===== src/rtl/minirisc_pkg.sv =====
// Shared definitions for the minirisc fetch path: opcode values and FSM state codes.
// Used by minirisc_fetch_queue (optional loop playback via MINIRISC_FETCH_LOOP_EN) and the core.
package minirisc_pkg;

    localparam logic [7:0] OP_IDLE  = 8'h00;
    localparam logic [7:0] OP_LOAD  = 8'h01;
    localparam logic [7:0] OP_ADD   = 8'h02;
    localparam logic [7:0] OP_SUB   = 8'h03;
    localparam logic [7:0] OP_STORE = 8'h04;

    typedef logic [1:0] fsm_state_t;

    localparam fsm_state_t ST_IDLE = 2'd0;
    localparam fsm_state_t ST_RUN  = 2'd1;
    localparam fsm_state_t ST_DONE = 2'd2;

    // True for the opcodes the core actually executes (IDLE is a no-op filler).
    function automatic logic is_exec_opcode(input logic [7:0] op);
        return (op == OP_LOAD) || (op == OP_ADD) || (op == OP_SUB) || (op == OP_STORE);
    endfunction

endpackage


===== src/rtl/minirisc_prog_ram.sv =====
// Program store for the fetch queue: DEPTH x OPW, one synchronous write port,
// one asynchronous read port. Contents are never reset.
module minirisc_prog_ram #(
    parameter int DEPTH = 8,
    parameter int OPW   = 8
) (
    input  logic                     clk,
    input  logic                     we,
    input  logic [$clog2(DEPTH)-1:0] waddr,
    input  logic [OPW-1:0]           wdata,
    input  logic [$clog2(DEPTH)-1:0] raddr,
    output logic [OPW-1:0]           rdata
);

    logic [OPW-1:0] mem [DEPTH];

    always_ff @(posedge clk) begin
        if (we) begin
            mem[waddr] <= wdata;
        end
    end

    assign rdata = mem[raddr];

endmodule


===== src/rtl/minirisc_fetch_queue.sv =====
// Loads a short opcode program, then streams it to the core over a valid/ready handshake.
// Define MINIRISC_FETCH_LOOP_EN to replay the program endlessly instead of stopping in DONE.
module minirisc_fetch_queue
    import minirisc_pkg::*;
#(
    parameter int DEPTH = 8,
    parameter int OPW   = 8
) (
    input  logic                   clk,
    input  logic                   rst_n,
    input  logic                   ena,
    input  logic                   wr_en,
    input  logic [OPW-1:0]         wr_data,
    input  logic                   start,
    input  logic                   clear,
    input  logic                   op_ready,
    output logic                   op_valid,
    output logic [OPW-1:0]         op_data,
    output logic                   busy,
    output logic                   done,
    output logic [$clog2(DEPTH):0] count,
    output logic                   overflow
);

    localparam int AW = $clog2(DEPTH);
    localparam int CW = AW + 1;

    fsm_state_t     state;
    logic [AW-1:0]  rd_ptr;
    logic [OPW-1:0] ram_rdata;
    logic           full;
    logic           wr_accept;
    logic           last_entry;

    assign full       = (count == CW'(DEPTH));
    assign wr_accept  = ena && !clear && (state == ST_IDLE) && wr_en && !full;
    assign last_entry = ({1'b0, rd_ptr} == (count - CW'(1)));

    minirisc_prog_ram #(
        .DEPTH (DEPTH),
        .OPW   (OPW)
    ) u_prog_ram (
        .clk   (clk),
        .we    (wr_accept),
        .waddr (count[AW-1:0]),
        .wdata (wr_data),
        .raddr (rd_ptr),
        .rdata (ram_rdata)
    );

    // op_valid/op_data derive only from registered state, so ena=0 freezes them with it.
    always_ff @(posedge clk) begin
        if (!rst_n) begin
            state    <= ST_IDLE;
            count    <= '0;
            rd_ptr   <= '0;
            overflow <= 1'b0;
        end else if (ena) begin
            if (clear) begin
                state    <= ST_IDLE;
                count    <= '0;
                rd_ptr   <= '0;
                overflow <= 1'b0;
            end else begin
                case (state)
                    ST_IDLE: begin
                        if (wr_en) begin
                            if (!full) begin
                                count <= count + CW'(1);
                            end else begin
                                overflow <= 1'b1;
                            end
                        end
                        // A same-cycle write makes an empty store startable.
                        if (start && ((count != '0) || wr_en)) begin
                            state  <= ST_RUN;
                            rd_ptr <= '0;
                        end
                    end
                    ST_RUN: begin
                        if (op_ready) begin
                            if (last_entry) begin
`ifdef MINIRISC_FETCH_LOOP_EN
                                rd_ptr <= '0;
`else
                                state  <= ST_DONE;
`endif
                            end else begin
                                rd_ptr <= rd_ptr + AW'(1);
                            end
                        end
                    end
                    ST_DONE: begin
                        if (start) begin
                            state  <= ST_RUN;
                            rd_ptr <= '0;
                        end
                    end
                    default: begin
                        state <= ST_IDLE;
                    end
                endcase
            end
        end
    end

    assign op_valid = (state == ST_RUN);
    assign op_data  = op_valid ? ram_rdata : OPW'(OP_IDLE);
    assign busy     = (state == ST_RUN);
    assign done     = (state == ST_DONE);

endmodule


===== config.mk =====
export PLATFORM = sky130hd
export DESIGN_NAME = minirisc_fetch_queue
export DESIGN_NICKNAME = d
export VERILOG_FILES = /design/src/rtl/minirisc_pkg.sv /design/src/rtl/minirisc_prog_ram.sv /design/src/rtl/minirisc_fetch_queue.sv
export SDC_FILE = /design/constraint.sdc
export NUM_CORES = 1
export LEC_CHECK = 0
export CAP_MARGIN = 40
export CORE_MARGIN = 1
export CORE_UTILIZATION = 61
export DETAILED_ROUTE_END_ITERATION = 8
export GPL_ROUTABILITY_DRIVEN = 0
export PLACE_DENSITY = 0.84
export SYNTH_ARGS = -nofsm -noshare
export SYNTH_HDL_FRONTEND = slang
export SYNTH_SLANG_ARGS = --single-unit

===== constraint.sdc =====
create_clock -name clk -period 4.42 [get_ports clk]
set_input_delay 0.884 -clock clk [delete_from_list [all_inputs] [get_ports clk]]
set_output_delay 0.884 -clock clk [all_outputs]
set_load 0.02 [all_outputs]

=== Word-level counts from Yosys, hierarchy flattened ===
Memory sizes are Yosys's and may differ from the RTL's. A register that Yosys moved wholly into a read port is not among the register bits.
Cells that the tools add are included.

* Register bits: 10
* Memory bits (writable): 64
* Input port bits: 15
* Output and inout bits: 16
* Logic and storage cells: 61
* Memories: 1

* Add/sub/neg operators: 3
* Equality and inequality tests: 10
* Muxes and demuxes: 25
* Reduce and logical (&&, ||, !) cells: 18

{| class="wikitable"
|+ Memories
! name !! words !! bits a word !! rd ports !! clocked after memory_dff !! write ports !! RTL line !! RTL
|-
| u_prog_ram.mem || 8 || 8 || 1 || 1 || 1 || minirisc_prog_ram.sv:15 || <nowiki>logic [OPW-1:0] mem [DEPTH];</nowiki>
|}

{| class="wikitable"
|+ Operator list
! operator !! number
|-
| $mux W3 || 7
|-
| $mux W4 || 4
|-
| $mux W2 || 5
|-
| $ne A3 B3 Y1 const B || 3
|-
| $pmux W3 S3 || 1
|-
| $mux W8 || 1
|-
| $reduce_and A4 Y1 || 2
|-
| $reduce_bool A4 Y1 || 2
|-
| $mux W1 || 6
|-
| $ne A3 B2 Y1 const B || 2
|-
| $pmux W2 S3 || 1
|-
| $reduce_and A6 Y1 || 1
|-
| $reduce_bool A2 Y1 || 3
|-
| $logic_and A1 B1 Y1 || 5
|-
| $reduce_and A5 Y1 || 1
|-
| $add A4 B1 Y4 const B || 1
|-
| $eq A3 B4 Y1 || 1
|-
| $eq A4 B4 Y1 const B || 1
|-
| $sub A4 B1 Y4 const B || 1
|-
| $add A3 B1 Y3 const B || 1
|-
| $eq A2 B1 Y1 const B || 1
|-
| $eq A2 B2 Y1 const B || 1
|-
| $logic_not A1 Y1 || 2
|-
| $logic_not A2 Y1 || 1
|-
| other kinds (2) || 2
|}

=== Depth between registers and ports, before layout ===
Gate-level depths: netlist of the first run.

* Depth in word-level cells: 8
* Depth in mapped cells: 8
* Depth with buffers taken out: 7

=== Modules after synthesis ===
Synthesis of the first run repeated with hierarchy kept, for this count alone.

* Cell total of the unflattened synthesis: 195
* Area, all modules: 3271.9 um2

{| class="wikitable"
|+ By module, submodules not included
! module !! instances !! cells an instance !! area each (um2) !! sequential area each (um2)
|-
| minirisc_prog_ram || 1 || 106 || 2531.2 || 1921.8
|-
| minirisc_fetch_queue || 1 || 89 || 740.7 || 200.2
|}

=== Worst setup path after synthesis of the first run ===
No wires, ideal clock.

* Path kind: register -> output
* From: register (tool-made name)
* To: output op_data[5]
* Arrival: 1.577 ns
* Required time: 3.536 ns
* Path slack: 1.959 ns
* Cell stages (with the launch flop): 6
* Path buffers: 2
* Cells stage by stage: dfxtp_1 buf_2 buf_2 mux4_2 mux2i_1 nor2_1

{| class="wikitable"
|+ RTL lines
! element !! RTL line !! RTL
|-
| end: declaration || minirisc_fetch_queue.sv:18 || <nowiki>output logic [OPW-1:0] op_data,</nowiki>
|}

==> impl_metrics.yaml, run 1 <==
status:
  run_status: "completed"
route:
  first_iter_violations: 164
  ant_nets: 0
  routed_wl_mm: 5.70
  drt-pass1-iter-count: 4
  vias: 1817
  wl_per_cell_um: 18.5
  drt_drc_violations_left: 0
  avgViaCountPerCell: 5.90
synthesis:
  synth_edf_count: 64
  syn-cell-area_mm2: 0.00323
  yosysMostFrequentCell: "edfxtp_1"
  netlist_top_cells_area: "edfxtp_1 59%, mux4_2 11%, dfxtp_1 8.0%"
  async_flop_share: 0
  ys_warn_count: 0
  netlist.area_leader.share: 0.594
  synth_ff_type: "edfxtp_1"
  synth_seq_area_share: 0.675
  synth_cells: 198
  yosys-top-cells-count: "64 x edfxtp_1, 21 x nor2_1, 16 x mux4_2, 13 x dfxtp_1, 9 x inv_1"
  synth_top_cell_by_area: "edfxtp_1"
  ys_ff_latch: 77
  syn_nets: 217
  syn_avg_cell_area_um2: 16.3
  yosysUniqueCellTypes: 41
clocking:
  post_cts_resized: 0
  clk_latency_ps: 330
  path_clk_slew_ps: 70
  h-tree-depth: 3
  post_cts_buffers: 0
  ctsHoldBuffers: 0
  ctsLongestPathBuffers: 2
  clock-sinks: 77
  cts_tree: "built"
  cts_root_buf: "clkbuf_8"
  numCtsBuffers: 9
global_routing:
  antenna_found_initial: 0
  grt-busiest-layer: "met2"
  gr-usage-met3: 0.0469
  grt_max_degree: 17
  grt_pass1_vias: 1709
  grt_pass1_wl_mm: 8.64
  overflow: 0
  grt_use_total: 0.231
  grt_use_met2: 0.392
  grt_use_met1: 0.279
timing:
  setup_viol: 0
  maxSlewViolCount: 0
  max_slew_margin: 0.463
  finalClockSkew_ps: 7.26
  tns_ps: 0
  grt_setup_unrepaired: "false"
  worst-slew-pin-transition_ps: 803
  finalCritPeriodShare: 0.737
  max_freq_mhz: 307
  hold_viol: 0
  finalCriticalPeriod_ps: 3260
finish:
  n_antenna_cell: 0
  fin_util: 0.740
  area_growth_pct: 16.8
  fin_nets: 252
  fill_cells: 343
  final_layout_size_suffix_gt1_frac: 0.172
run:
  max_cap_violations: 0
placed_design:
  port_buffers: 30
  dp.final_hpwl_mm: 3.85
worst_setup_path:
  path_class: "reg -> out"
  critPathCaptureType: "output port"
  cp-start-kind: "flop"
  critPathMaxFanout: 16
  critical_path_arrival_ps: 2370
  cp.required_ps: 3540
  slowest_stage: "dfxtp_1"
  max_stage_delay_ps: 810
  path_cells: "mux4_2 > mux2i_1 > nor2_1 > clkdlybuf4s50_1"
hold_path:
  hold_class: "reg -> reg"
floorplanning:
  die_y_um: 74.8
  io_pins: 31
  rows: 26
  initial_core_util: 0.633
  die_w_um: 74.8
  coreArea_mm2: 0.00511
  dieArea_mm2: 0.00560
power:
  peakVddDrop_mv: 0.221
  p_per_area_mw_per_mm2: 357
  p_leak_nw: 1.21
==> per-stage QoR <==
step / setup WS [ps] / total power, mW / hold slack (ps) / area (µm²) / instances
6_report: 1160 / 1.35 / 503 / 3780 / 308
5_1_grt: 1030 / 1.40 / 544 / 3780 / 308
4_1_cts: 1130 / 1.36 / 518 / 3780 / 308
3_5_place_dp: 1320 / 0.879 / 503 / 3590 / 292
3_3_place_gp: 1380 / 0.877 / 460 / 3590 / 292
2_1_floorplan: 1960 / 0.842 / 465 / 3230 / 198
==> placed cells by master (no fill, tap or decap), drive strengths merged, types with 2 or more instances in the layout <==
cell type / n
and3: 2
nand2: 7
ha: 4
xnor2: 3
nor3b: 2
buf: 3
mux2: 2
xor2: 2
inv: 9
a22o: 2
nor3: 6
nor2: 21
nand3: 2
clkbuf: 11
o21ai: 4
clkinv: 3
edfxtp: 64
dfxtp: 13
mux2i: 8
nand3b: 2
clkdlybuf4s50: 30
nand2b: 2
mux4: 16
nor2b: 2
a311o: 2
==> layer usage <==
layer	vias to the layer above	routed length [µm]
met3	8	309
li1	836	-
met1	916	2310
met4	0	97
met2	57	2990
met5	-	0
==> final timing paths <==
check | from | to | slack (ps) | cells past startpoint
setup / recovery | flop | op_data[7] | 1160 | 4
hold / removal | overflow$_SDFFE_PN0P_ | overflow$_SDFFE_PN0P_ | 500 | 2
setup reg to reg | count[0]$_SDFFE_PN0P_ | u_prog_ram.mem[3][1]$_DFFE_PP_ | 1870 | 6
hold reg to reg | overflow$_SDFFE_PN0P_ | overflow$_SDFFE_PN0P_ | 500 | 2
==> cell type report <==
cell class,count,area [µm²],area share
clock buffer,11,131,0.0348
clock inverter,5,51.3,0.0136
inverter,9,33.8,0.00894
multi-input combinational,103,968,0.256
sequential,77,2180,0.578
tap,70,87.6,0.0232
timing repair buffer,33,323,0.0855
==> critical path, delay by kind of cell (launching register included) <==
family	cells	cell delay [ps]
buffers and inverters	1	550
flip-flops	1	810
multiplexers	2	610
AND/OR/NAND/NOR	1	60
==> power by group <==
part / internal [mW] / switching, mW / total, mW
Combinational: 0.0326 / 0.0380 / 0.0706
Clock: 0.257 / 0.229 / 0.487
Sequential: 0.789 / 0.00309 / 0.792
==> sequential cells by signal, indices dropped and copies added, names as in the netlist, named ones only <==
name,flops
rd_ptr,3
count,4
state,2
overflow,1
u_prog_ram.mem,64
==> kinds of logic after synthesis <==
logic type,Yosys count,share of synthesized area
and+or+nand+nor,49,0.0774
adders and majority gates,4,0.0155
DFF,77,0.675
AOI/OAI and AO/OA,19,0.0499
muxes,26,0.143
buffers and inverters,18,0.0255
xor gates and xnor gates,5,0.0135
Note: power is estimated with default switching activity, not from simulation.
==> run 2, diff against run 1 <==
Settings changed: CORE_UTILIZATION 61 to 56, PLACE_DENSITY 0.84 to 0.78.
Clock period 4.42 ns to 3.2 ns, I/O delays scaled along.
==> impl_metrics.yaml, run 2 (same netlist as run 1, synthesis figures left out) <==
timing:
  maxSlewViolCount: 0
  finalClockSkew_ps: 10.3
  setup_slack_ps: 281
  hold_viol: 0
  finalCritPeriodShare: 0.912
  setup_viol: 0
  hold_slack_ps: 500
  worst-slew-pin-transition_ps: 665
  max_slew_margin: 0.557
  finalCriticalPeriod_ps: 2920
  tns_ps: 0
  grt_setup_unrepaired: "false"
  max_freq_mhz: 343
run:
  max_cap_violations: 0
route:
  vias: 1821
  drt-pass1-iter-count: 4
  avgViaCountPerCell: 5.74
  ant_nets: 0
  first_iter_violations: 121
  wl_per_cell_um: 18.6
  routed_wl_mm: 5.90
  drt_drc_violations_left: 0
clocking:
  cts_tree: "built"
  numCtsBuffers: 9
  h-tree-depth: 3
  post_cts_resized: 0
  clock-sinks: 77
  ctsLongestPathBuffers: 2
  ctsHoldBuffers: 0
  cts_root_buf: "clkbuf_8"
  path_clk_slew_ps: 70
  post_cts_buffers: 0
  clk_latency_ps: 340
global_routing:
  grt_pass1_vias: 1833
  grt_pass1_wl_mm: 9.36
  grt_use_total: 0.217
  overflow: 0
  grt_max_degree: 17
  antenna_found_initial: 0
worst_setup_path:
  critPathCaptureType: "output port"
  critPathMaxFanout: 16
  ff2ff_path_depth: 7
  critical_path_arrival_ps: 2280
  reg2reg_from: "count[0]$_SDFFE_PN0P_"
  cp-start-kind: "flop"
  endpoint: "op_data[4]"
  cp.required_ps: 2560
  r2r_slack_ps: 680
  path_class: "reg -> out"
finish:
  top_register: "u_prog_ram.mem"
  layout_common_cells: "64 x edfxtp_1, 30 x clkdlybuf4s50_1, 21 x nor2_1"
  fin_cells: 317
  fin_nets: 259
  area_growth_pct: 19.5
  final_layout_size_suffix_gt1_frac: 0.200
  fill_cells: 396
  fin_util: 0.698
  final_common_cell: "edfxtp_1"
  final_area_mm2: 0.00386
  n_antenna_cell: 0
  reg.largest.list: "u_prog_ram.mem (64), count (4), rd_ptr (3)"
  largest_reg_flops: 64
placed_design:
  placed_cell_area_mm2: 0.00365
  dp.final_hpwl_mm: 3.81
  pre_cts_ws_ps: 618
  placed_cells: 301
  port_buffers: 30
floorplanning:
  die_y_um: 78.0
  dieArea_mm2: 0.00608
  io_pins: 31
  rows: 27
  initial_core_util: 0.584
  die_w_um: 78.0
  coreArea_mm2: 0.00554
power:
  p_per_area_mw_per_mm2: 508
  p_leak_nw: 1.26
  power_mw: 1.96
  peakVddDrop_mv: 0.259
hold_path:
  hold_class: "reg -> reg"
status:
  run_status: "completed"
## run 2: final cells by class
type	instances	area, µm²	area share
clock buffers	10	128	0.0330
clock inverters	6	87.6	0.0227
multi-input cells	103	968	0.251
well taps	72	90.1	0.0233
repair buffers	40	375	0.0971
flip-flops and latches	77	2180	0.565
inverters	9	33.8	0.00874
## run 2: worst min path at each step
stage	startpoint	endpoint	slack (ps)	cells after the start
2_1_floorplan	state[1]$_SDFFE_PN0P_	state[1]$_SDFFE_PN0P_	470	2
3_3_place_gp	overflow$_SDFFE_PN0P_	overflow$_SDFFE_PN0P_	470	2
3_5_place_dp	overflow$_SDFFE_PN0P_	overflow$_SDFFE_PN0P_	470	2
4_1_cts	overflow$_SDFFE_PN0P_	overflow$_SDFFE_PN0P_	500	2
5_1_grt	overflow$_SDFFE_PN0P_	overflow$_SDFFE_PN0P_	540	2
6_report	overflow$_SDFFE_PN0P_	overflow$_SDFFE_PN0P_	500	2
## run 2: layer usage
metal	track usage	vias to the layer above	share of wire
li1	-	849	-
met1	0.284	919	0.43
met2	0.349	46	0.51
met3	0.0565	7	0.043
met4	0.0889	0	0.018
met5	0	-	0
## run 2: power breakdown
part / total, mW / internal (mW) / switching, mW / leakage [nW]
Combinational: 0.0978 / 0.0452 / 0.0527 / 0.474
Sequential: 1.09 / 1.09 / 0.00439 / 0.681
Clock: 0.771 / 0.438 / 0.333 / 0.100
Total: 1.96 / 1.57 / 0.390 / 1.26
## run 2: worst max-delay path, stage by stage, from the launching register on
cell             delay, ps
dfxtp_1                310
buf_4                  310
mux4_2                 560
mux2i_1                140
nor2_1                  60
clkdlybuf4s50_1        560
==> run 3, diff against run 2 <==
Settings changed: CTS_CLUSTER_DIAMETER from default to 40, SKIP_CTS_REPAIR_TIMING from default to 1.
==> results of run 3 <==
The final DEF is identical to that of run 2; final timing and power are the same.
